--- src/rtl/display_pkg.sv ---
// rtl/display_pkg.sv - shared state encodings and 7-segment table for result_display_stage
package display_pkg;

   typedef enum logic {
      IDLE  = 1'b0,
      ACKED = 1'b1
   } hs_state_t;

   typedef enum logic [1:0] {
      BLANK = 2'd0,
      FRESH = 2'd1,
      STALE = 2'd2
   } disp_state_t;

   localparam logic [6:0] SEG_BLANK = 7'h00;

   // Segment codes gfedcba, indexed by nibble value (entry 0 is the least significant slot)
   localparam logic [15:0][6:0] HEX_SEG = {
      7'h71, 7'h79, 7'h5E, 7'h39, 7'h7C, 7'h77, 7'h6F, 7'h7F,
      7'h07, 7'h7D, 7'h6D, 7'h66, 7'h4F, 7'h5B, 7'h06, 7'h3F
   };

endpackage

--- src/rtl/result_display_stage_fifo.sv ---
// rtl/result_display_stage_fifo.sv - nibble_fifo, small circular buffer of 4-bit results
module nibble_fifo #(
   parameter int DEPTH = 4
) (
   input  logic                     clk,
   input  logic                     rst,
   input  logic                     push,
   input  logic                     pop,
   input  logic [3:0]               din,
   output logic [3:0]               dout,
   output logic [$clog2(DEPTH):0]   count,
   output logic                     full,
   output logic                     empty
);

   localparam int AW = $clog2(DEPTH);
   localparam logic [AW:0] FULL_COUNT = (AW + 1)'(DEPTH);

   logic [3:0]    mem [DEPTH];
   logic [AW-1:0] wr_ptr;
   logic [AW-1:0] rd_ptr;
   logic [AW:0]   count_q;
   logic          do_push;
   logic          do_pop;

   assign full    = (count_q == FULL_COUNT);
   assign empty   = (count_q == '0);
   assign do_push = push && !full;
   assign do_pop  = pop && !empty;
   assign dout    = mem[rd_ptr];
   assign count   = count_q;

   always_ff @(posedge clk) begin
      if (do_push) begin
         mem[wr_ptr] <= din;
      end
   end

   // Pointers are exactly AW bits wide so they wrap at DEPTH on their own
   always_ff @(posedge clk or posedge rst) begin
      if (rst) begin
         wr_ptr  <= '0;
         rd_ptr  <= '0;
         count_q <= '0;
      end else begin
         if (do_push) begin
            wr_ptr <= wr_ptr + 1'b1;
         end
         if (do_pop) begin
            rd_ptr <= rd_ptr + 1'b1;
         end
         case ({do_push, do_pop})
            2'b10:   count_q <= count_q + 1'b1;
            2'b01:   count_q <= count_q - 1'b1;
            default: count_q <= count_q;
         endcase
      end
   end

endmodule

--- src/rtl/result_display_stage.sv ---
// rtl/result_display_stage.sv - four-phase result receiver, FIFO buffer and timed 7-segment display
module result_display_stage
   import display_pkg::*;
#(
   parameter int DEPTH       = 4,
   parameter int HOLD_CYCLES = 16,
   parameter int SYNC_STAGES = 2
) (
   input  logic                     clk,
   input  logic                     rst,
   input  logic                     req_in,
   input  logic [3:0]               data_in,
   output logic                     ack_out,
   output logic [6:0]               seg_out,
   output logic                     dp_out,
   output logic [$clog2(DEPTH):0]   count_out
);

   localparam int TW = (HOLD_CYCLES > 1) ? $clog2(HOLD_CYCLES) : 1;
   localparam logic [TW-1:0] TIMER_LOAD = TW'(HOLD_CYCLES - 1);

   logic [SYNC_STAGES-1:0] sync_q;
   logic                   req_s;
   hs_state_t              hs_state;
   hs_state_t              hs_next;
   disp_state_t            disp_state;
   disp_state_t            disp_next;
   logic [TW-1:0]          timer_q;
   logic [TW-1:0]          timer_next;
   logic [6:0]             seg_q;
   logic [6:0]             seg_next;
   logic                   push;
   logic                   pop;
   logic [3:0]             fifo_dout;
   logic                   fifo_full;
   logic                   fifo_empty;

   always_ff @(posedge clk or posedge rst) begin
      if (rst) begin
         sync_q <= '0;
      end else begin
         sync_q <= {sync_q[SYNC_STAGES-2:0], req_in};
      end
   end

   assign req_s = sync_q[SYNC_STAGES-1];

   nibble_fifo #(
      .DEPTH (DEPTH)
   ) u_fifo (
      .clk   (clk),
      .rst   (rst),
      .push  (push),
      .pop   (pop),
      .din   (data_in),
      .dout  (fifo_dout),
      .count (count_out),
      .full  (fifo_full),
      .empty (fifo_empty)
   );

   always_ff @(posedge clk or posedge rst) begin
      if (rst) begin
         hs_state <= IDLE;
      end else begin
         hs_state <= hs_next;
      end
   end

   // A full FIFO simply withholds the acknowledge; the sender waits with data held
   always_comb begin
      hs_next = hs_state;
      push    = 1'b0;
      case (hs_state)
         IDLE: begin
            if (req_s && !fifo_full) begin
               hs_next = ACKED;
               push    = 1'b1;
            end
         end
         ACKED: begin
            if (!req_s) begin
               hs_next = IDLE;
            end
         end
         default: hs_next = IDLE;
      endcase
   end

   assign ack_out = (hs_state == ACKED);

   always_ff @(posedge clk or posedge rst) begin
      if (rst) begin
         disp_state <= BLANK;
         timer_q    <= '0;
         seg_q      <= SEG_BLANK;
      end else begin
         disp_state <= disp_next;
         timer_q    <= timer_next;
         seg_q      <= seg_next;
      end
   end

   // Pops look only at the registered occupancy, so a same-edge push is never popped
   always_comb begin
      disp_next  = disp_state;
      timer_next = timer_q;
      seg_next   = seg_q;
      pop        = 1'b0;
      case (disp_state)
         BLANK, STALE: begin
            if (!fifo_empty) begin
               pop        = 1'b1;
               disp_next  = FRESH;
               timer_next = TIMER_LOAD;
               seg_next   = HEX_SEG[fifo_dout];
            end
         end
         FRESH: begin
            if (timer_q == '0) begin
               if (!fifo_empty) begin
                  pop        = 1'b1;
                  timer_next = TIMER_LOAD;
                  seg_next   = HEX_SEG[fifo_dout];
               end else begin
                  disp_next = STALE;
               end
            end else begin
               timer_next = timer_q - 1'b1;
            end
         end
         default: begin
            disp_next = BLANK;
            seg_next  = SEG_BLANK;
         end
      endcase
   end

   assign seg_out = seg_q;
   assign dp_out  = (disp_state == FRESH);

endmodule

--- config.mk ---
export PLATFORM = sky130hd
export DESIGN_NAME = result_display_stage
export DESIGN_NICKNAME = d
export VERILOG_FILES = /design/src/rtl/display_pkg.sv /design/src/rtl/result_display_stage_fifo.sv /design/src/rtl/result_display_stage.sv
export SDC_FILE = /design/constraint.sdc
export NUM_CORES = 1
export LEC_CHECK = 0
export ABC_AREA = 0
export CAP_MARGIN = 40
export CORE_ASPECT_RATIO = 1.5
export CORE_MARGIN = 5
export CORE_UTILIZATION = 40
export DETAILED_ROUTE_END_ITERATION = 16
export GPL_ROUTABILITY_DRIVEN = 0
export PLACE_DENSITY = 0.67
export SETUP_SLACK_MARGIN = 0.4
export SYNTH_ARGS = -nofsm -noshare
export SYNTH_HDL_FRONTEND = slang
export SYNTH_SLANG_ARGS = --single-unit
--- constraint.sdc ---
create_clock -name clk -period 4.72 [get_ports clk]
set_input_delay 0.708 -clock clk [delete_from_list [all_inputs] [get_ports clk]]
set_output_delay 0.708 -clock clk [all_outputs]
set_load 0.01 [all_outputs]
# Yosys cells after proc, flatten, opt, wreduce, memory -nomap -nowiden
# Memory sizes are Yosys's and may differ from the RTL's.
# Cells that the tools add are included.
[word_totals] register_bits=23 mem_count=2 in_bits=7 elab_cells=58 mem_bits_ro=112 mem_bits_rw=16
[mem_list] name="(name not given)" depth=16 word_bits=7 rd=1 rd_clocked_by_memory_dff=0 write_ports=0 line_no="result_display_stage.sv:124" source="seg_next = HEX_SEG[fifo_dout];"
[mem_list] name="u_fifo.mem" depth=4 word_bits=4 rd=1 rd_clocked_by_memory_dff=0 write_ports=1 line_no="result_display_stage_fifo.sv:19" source="logic [3:0] mem [DEPTH];"
[classes] n_eq_ne=8 addsub=5 n_reduce_logical=12 n_bitwise=1 muxes=21 order_cmp=1
[ops] op="$mux W7" count=3
[ops] op="$pmux W7 S2" count=1
[ops] op="$mux W4" count=2
[ops] op="$pmux W4 S2" count=1
[ops] op="$mux W1" count=7
[ops] op="$mux W2" count=3
[ops] op="$pmux W3 S2" count=1
[ops] op="$lt A4 B5 Y1 const B" count=1
[ops] op="$add A2 B1 Y2 const B" count=2
[ops] op="$eq A2 B1 Y1 const B" count=2
[ops] op="$eq A2 B2 Y1 const B" count=2
[ops] op="$logic_not A4 Y1" count=1
[ops] op="$ne A2 B1 Y1 const B" count=2
[ops] op="$pmux W1 S2" count=2
[ops] op="$pmux W2 S2" count=1
[ops] op="$reduce_bool A2 Y1" count=2
[ops] op="$sub A4 B1 Y4 const B" count=1
[ops] op="$add A3 B1 Y3 const B" count=1
[ops] op="$eq A3 B3 Y1 const B" count=1
[ops] op="$logic_and A1 B1 Y1" count=3
[ops] op="$logic_not A3 Y1" count=1
[ops] op="$reduce_and A3 Y1" count=1
[ops] op="$sub A3 B1 Y3 const B" count=1
[ops] op="$logic_not A1 Y1" count=2
[ops] op="4 further kinds" count=4

# Longest topological paths before layout
# Gate-level depths: netlist of the first run.
[depth] word_depth=8 mapped_depth=11 mapped_depth_nobuf=10

# Hierarchy
# From an unflattened synthesis of the first run, not the netlist that was laid out.
[hier_totals] hier_cells=159 area_unflattened_um2=2026.9
[by_module_without_submodules] mod="nibble_fifo" cells_each=59 area_each_um2=1021.0 seq_area_each_um2=655.6 instances=1
[by_module_without_submodules] mod="result_display_stage" cells_each=100 area_each_um2=1006.0 seq_area_each_um2=400.4 instances=1

# Worst setup path before layout of the first run
# No wires, ideal clock.
[synth_timing] kind="flip-flop to flip-flop" start="register timer_q[0]" end="register u_fifo.count_q[2], in the netlist u_fifo.count[2]" path_buffers=0 setup_ps=79 required_time_ps=4641 arrival_time_ps=2476 setup_slack_ps=2165 period_less_slack_ps=2555 path_stages_with_launch=11 path_cell_list="dfrtp_1 inv_1 ha_1 or4b_1 a21oi_2 ha_1 inv_1 fa_1 xor2_1 nor2_1 xor2_1"
[synth_via] elab_chain_cells=6 elab_cells_between_ends=8 classes_between="eq/ne: 2; mux: 3; reduce/logical: 3"
[synth_lines] element="start: declaration" line_no="result_display_stage.sv:28" source="logic [TW-1:0] timer_q;"
[synth_lines] element="start signal: assignment" line_no="result_display_stage.sv:99" source="timer_q <= timer_next;"
[synth_lines] element="$logic_not A4 Y1 (*)" line_no="result_display_stage.sv:120" source="if (timer_q == '0) begin"
[synth_lines] element="$mux W1 (*)" line_no="result_display_stage.sv:120"
[synth_lines] element="$pmux W1 S2 (*)" line_no="result_display_stage.sv:110" source="case (disp_state)"
[synth_lines] element="$logic_and A1 B1 Y1 (*)" line_no="result_display_stage_fifo.sv:29" source="assign do_pop = pop && !empty;"
[synth_lines] element="via u_fifo.do_pop" line_no="result_display_stage_fifo.sv:24" source="logic do_pop;"
[synth_lines] element="$eq A2 B1 Y1 or $eq A2 B2 Y1 (tied branches)" line_no="result_display_stage_fifo.sv:52" source="case ({do_push, do_pop})"
[synth_lines] element="$pmux W3 S2 or $reduce_bool A2 Y1 (tied branches)"
[synth_lines] element="end signal: assignment" line_no="result_display_stage_fifo.sv:53" source="2'b10: count_q <= count_q + 1'b1;"
[synth_lines] element="end signal: assignment" line_no="result_display_stage_fifo.sv:54" source="2'b01: count_q <= count_q - 1'b1;"
[synth_lines] element="end signal: assignment" line_no="result_display_stage_fifo.sv:55" source="default: count_q <= count_q;"
[synth_lines] element="end: declaration" line_no="result_display_stage_fifo.sv:22" source="logic [AW:0] count_q;"
# Mark *: on every way through the listed nets, which the timed path passes. The rest lies on a longest branch.
# A chain may end at the register's enable or synchronous reset.

# Final worst setup path of the first run
# Ends and elaborated chain as after synthesis.

==> qor.csv, run 1 <==
metric;value;unit
p_int;0.916;mW
overflow;0;
antenna_found_initial;0;
grt_usage;0.128;
cts_tree;done;
yosys_warnings;0;
yosys-top-cells-count;dfrtp_1 (23), edfxtp_1 (16), inv_1 (15), nand2_1 (14), ha_1 (11);
synth-async-reset-ratio;0.590;
first_global_vias;1317;
hold_depth;0;
ios;19;
pwr_density_cell;632;nW/µm²
cts.sink_count;39;
syn_to_final_growth;18.6;%
synth_enable_flop_cells;16;
synth.most_common_cell;dfrtp_1;
rr_worst_depth;10;
cts-resized-gates;0;
wl;3510;µm
ys_seq_elements;39;
synth.distinct_cells;39;
cts-hold-fix-buffers;0;
reg2reg_slack;1.78;ns
skew;0.00849;ns
cp-end-kind;flip-flop;
hold_path_class;reg2reg;
syn-cell-area;1940;µm²
dpl.hpwl;2690;µm
fp.dieH;95.4;µm
rr_startpoint;timer_q[0];
drive_gt1_frac;0.113;
synth_top_area_cell;dfrtp_1;
synth_top_area_frac;0.296;
postRouteAntennaNets;0;
irDropWorstVdd;0.213;mV
cts_root_buf;clkbuf_8;
postCtsSetupRepairBufs;0;
slew_viol_final;0;
placed_area;2210;µm²
relSlewSlack;0.568;
crit_required;4.93;ns
holdPathEnd;sync_q[1];
status;completed;
synth_area_per_cell;12.6;µm²
ys_seq_area_frac;0.543;
swShare;0.372;
vias_per_cell;5.01;
numCtsBuffers;5;
dr.pass1.iters;4;
hold_violations;0;
seqPwrFrac;0.383;
power;1.46;mW
r2r-end;u_fifo.count[2];
worstSetupPathType;reg2reg;
remaining_drc_errors;0;
vias;1218;
drt_iter0_drc;33;
fp.dieW;66.9;µm
synth.area.top_cells;dfrtp_1 (30%), edfxtp_1 (25%), ha_1 (7.1%), mux4_2 (3.5%), a32o_1 (3.1%);
rsz0062_at_grt;false;
clock.fmax;0.340;GHz
leakage;0.935;nW
synthFlopType;dfrtp_1;
clk_latency;0.29;ns
core.rowCount;31;
synth_cells;154;
cts_buffer_depth;2;
worstHoldStart;sync_q[0];
pwr-share-clk;0.158;
cp-start-kind;flip-flop;
clk_pin_slew;0.07;ns
cp_max_fo;10;
worst_pin_slew;0.648;ns
grt_max_degree;18;
core;4770;µm²
cp_data_arrival_time;3.15;ns
power_switching;0.542;mW
antenna_cells;0;
min_period_over_period;0.623;
setup_viol;0;
comb_power_share;0.459;
fin_crit;2.94;ns
postSynthNetCount;173;
fin_area;2310;µm²
cts_htree_levels;2;
die-area;6380;µm²
numPortBuffers;18;
drv_cap;0;
setup_tns;0;ns
initial_core_util;0.408;
fin_nets;195;
grt_pass1_wl;5970;µm
wl_per_cell;14.4;µm
metal layers:
layer / vias up / global-route usage / wire length, µm
met5: - / 0 / 0
met1: 596 / 0.133 / 1390
met4: 0 / 0.0812 / 65
met3: 6 / 0.0425 / 139
li1: 590 / - / -
met2: 26 / 0.216 / 1920
how the worst max path moves through the flow:
stage	cells past startpoint	end	slack, ns	start
detailed placement	10	u_fifo.count[2]	1.81	timer_q[0]
CTS	10	u_fifo.count[2]	1.76	timer_q[0]
global placement	10	u_fifo.count[2]	1.98	timer_q[0]
floorplan	10	u_fifo.count[2]	2.16	timer_q[0]
finish	10	u_fifo.count[2]	1.78	timer_q[0]
global route	10	u_fifo.count[2]	1.60	timer_q[0]
critical path, stage by stage, from the launching register on:
cell     delay (ns)
dfrtp_1        0.42
inv_1          0.10
ha_1           0.24
or4b_1         0.48
a21oi_2        0.45
ha_1           0.29
inv_1          0.07
fa_1           0.39
xor2_1         0.16
nor2_1         0.12
xor2_1         0.16
cell type report:
cell class / count / area [µm²]
fill: 429 / 2460
sequential: 39 / 1060
multi-input combinational: 96 / 810
timing repair buffer: 19 / 208
tap: 66 / 82.6
clock buffer: 5 / 68.8
inverter: 15 / 56.3
clock inverter: 3 / 25.0
power groups by stage:
stage          clock, mW  combinational, mW  sequential (mW)
2_1_floorplan          0              0.471            0.551
3_3_place_gp           0              0.640            0.555
3_5_place_dp           0              0.674            0.566
4_1_cts            0.240              0.678            0.560
5_1_grt            0.254              0.741            0.576
6_report           0.230              0.669            0.558
sequential cells by signal, indices dropped and copies added, names as in the netlist:
register	count
u_fifo.mem	16
seg_out	7
timer_q	4
u_fifo.count	3
disp_state	2
sync_q	2
u_fifo.rd_ptr	2
u_fifo.wr_ptr	2
ack_out	1
metrics by stage:
| stage | utilization | hold WS (ns) | setup slack [ns] | instances |
|---|---|---|---|---|
| final | 0.483 | 0.368 | 1.78 | 243 |
| after floorplan | - | 0.331 | 2.16 | 154 |
| after global routing | 0.483 | 0.382 | 1.60 | 243 |
| after global placement | 0.458 | 0.338 | 1.98 | 234 |
| after CTS | 0.483 | 0.371 | 1.76 | 243 |
| after detailed placement | 0.464 | 0.345 | 1.81 | 235 |
layout by cell type, fill, tap and decap left out, types with 2 or more instances in the layout:
cell             count
a21o_1               2
a21oi_1              2
a22oi_1              2
a2bb2oi_1            2
a32o_1               6
and2_1               5
clkbuf_8             5
clkdlybuf4s50_1     18
clkinv_4             2
dfrtp_1             23
edfxtp_1            16
ha_1                11
inv_1               15
mux2_2               3
mux2i_1              3
mux4_1               2
mux4_2               3
nand2_1             14
nand3_1              2
nor2_1               8
nor2b_1              3
o21a_1               2
o21ai_0              3
o21bai_1             3
xnor2_1              3
xor2_1               3
kinds of logic after synthesis:
family,after synthesis,share of synthesized area
and+or+nand+nor,41,0.109
DFF,39,0.543
AOI/OAI and AO/OA,26,0.105
buffers and inverters,19,0.0405
adders and majority gates,12,0.0811
muxes,11,0.0946
xor gates and xnor gates,6,0.0270
No activity file was read; power rests on OpenSTA's default activity.
==> run 2: changes to the inputs <==
==> constraint.sdc (replaced) <==
create_clock -name clk -period 3 [get_ports clk]
set_input_delay 0.45 -clock clk [delete_from_list [all_inputs] [get_ports clk]]
set_output_delay 0.45 -clock clk [all_outputs]
set_load 0.01 [all_outputs]
==> qor.csv, run 2 (synthesis gave the netlist of run 1 again) <==
metric;value;unit;change
status;completed;;unchanged
die-area;6380;µm²;unchanged
initial_core_util;0.408;;unchanged
cp-start-kind;flip-flop;;unchanged
grt_pass1_wl;5680;µm;was 5970 µm
reg2reg_slack;0.49;ns;was 1.78 ns
postRouteAntennaNets;0;;unchanged
fin_area;2350;µm²;was 2310 µm²
hold_violations;0;;unchanged
leakage;0.951;nW;was 0.935 nW
drv_cap;0;;unchanged
fp.dieH;95.4;µm;unchanged
top_register;u_fifo.mem;;unchanged
r2r-end;u_fifo.count[2];;unchanged
fp.dieW;66.9;µm;unchanged
clk_pin_slew;0.07;ns;about the same
core;4770;µm²;unchanged
syn_to_final_growth;20.7;%;was 18.6%
rr_startpoint;timer_q[0];;unchanged
fin_crit;2.51;ns;was 2.94 ns
first_global_vias;1301;;was 1,317
placed_area;2220;µm²;was 2210 µm²
worst_pin_slew;0.619;ns;was 0.648 ns
cts_tree;done;;unchanged
hold_depth;0;;unchanged
vias;1211;;was 1,218
worstHoldStart;sync_q[0];;unchanged
cts.sink_count;39;;unchanged
ios;19;;unchanged
irDropWorstVdd;0.450;mV;was 0.213 mV
largest_reg_flops;16;;unchanged
antenna_cells;0;;unchanged
drive_gt1_frac;0.140;;was 0.113
overflow;0;;unchanged
core.rowCount;31;;unchanged
wl_per_cell;14.0;µm;was 14.4 µm
pwr_density_cell;1010;nW/µm²;was 632 nW/µm²
dr.pass1.iters;4;;unchanged
rr_worst_depth;10;;unchanged
cp_data_arrival_time;2.71;ns;was 3.15 ns
numCtsBuffers;5;;unchanged
setup_tns;0;ns;unchanged
relSlewSlack;0.587;;was 0.568
holdPathEnd;sync_q[1];;unchanged
vias_per_cell;4.96;;was 5.01
final_core_util;0.492;;was 0.483
cp_max_fo;6;;was 10
fin_nets;196;;was 195
final_common_cell;dfrtp_1;;unchanged
power;2.38;mW;was 1.46 mW
final_cell_mix;dfrtp_1 (23), clkdlybuf4s50_1 (18), edfxtp_1 (16);;unchanged
crit_required;3.21;ns;was 4.93 ns
drt_iter0_drc;26;;was 33
postCtsSetupRepairBufs;0;;unchanged
worstSetupPathType;reg2reg;;unchanged
grt_max_degree;17;;was 18
remaining_drc_errors;0;;unchanged
cts_buffer_depth;2;;unchanged
grt_usage;0.121;;was 0.128
cts_htree_levels;2;;unchanged
cts-hold-fix-buffers;0;;unchanged
skew;0.00989;ns;was 0.00849 ns
clk_latency;0.29;ns;about the same
slew_viol_final;0;;unchanged
wl;3410;µm;was 3510 µm
numPortBuffers;18;;unchanged
dpl.hpwl;2640;µm;was 2690 µm
min_period_over_period;0.835;;was 0.623
cp-end-kind;flip-flop;;unchanged
rsz0062_at_grt;false;;unchanged
clock.fmax;0.399;GHz;was 0.340 GHz
hold_path_class;reg2reg;;unchanged
setup_viol;0;;unchanged
cts_root_buf;clkbuf_8;;unchanged
antenna_found_initial;0;;unchanged
[run 2: changes by cell type in the layout (fill, tap and decap cells not counted), sizes merged]
cell,previous run,this run
buf,1,2
bufinv,0,1
clkinvlp,1,0
[run 2: how the worst max path moves through the flow]
stage	from	to	cells after the start
floorplan	timer_q[0]	u_fifo.count[2]	10
global placement	timer_q[0]	u_fifo.count[2]	10
detailed placement	timer_q[0]	u_fifo.count[2]	10
CTS	timer_q[0]	u_fifo.count[2]	10
global route	timer_q[0]	u_fifo.count[2]	10
finish	timer_q[0]	u_fifo.count[2]	10
[run 2: what timing repair did]
item	4_1_cts	5_1_grt
gates resized for setup	0	5
setup endpoints to repair	0	1
hold endpoints to repair	0	0
[run 2: metrics by stage]
| step | hold slack [ns] | std cells | worst slack, ns |
|---|---|---|---|
| floorplan | 0.331 | 154 | 0.445 |
| global placement | 0.341 | 235 | 0.581 |
| detailed placement | 0.360 | 236 | 0.449 |
| CTS | 0.378 | 244 | 0.425 |
| global route | 0.386 | 244 | 0.404 |
| finish | 0.373 | 244 | 0.495 |
[run 2: layout make-up]
cell class,instances,area [µm²]
well taps,66,82.6
fillers,436,2420
multi-input cells,96,825
repair buffers,20,215
clock inverters,3,43.8
clock buffers,5,68.8
inverters,15,56.3
flip-flops and latches,39,1060
[run 2: where the power goes]
group          internal [mW]  switching (mW)  leakage, nW  total [mW]
clock network          0.247           0.184       0.0581       0.432
registers              0.722           0.152        0.416       0.873
logic                  0.570           0.507        0.477        1.08
total                   1.54           0.843        0.951        2.38
[run 2: layer usage]
layer  track usage  vias up  share of wire
met1         0.111      594           0.36
met4        0.0558        0          0.019
met2         0.233       18           0.58
met3        0.0389        6          0.043
met5             0        -              0
li1              -      593              -
[run 2: critical path, cell delays in order, from the launching register on]
cell	delay (ns)
dfrtp_1	0.43
inv_2	0.10
ha_4	0.15
or4b_1	0.46
a21oi_2	0.19
ha_2	0.21
inv_1	0.05
fa_1	0.38
xor2_1	0.16
nor2_1	0.11
xor2_1	0.18
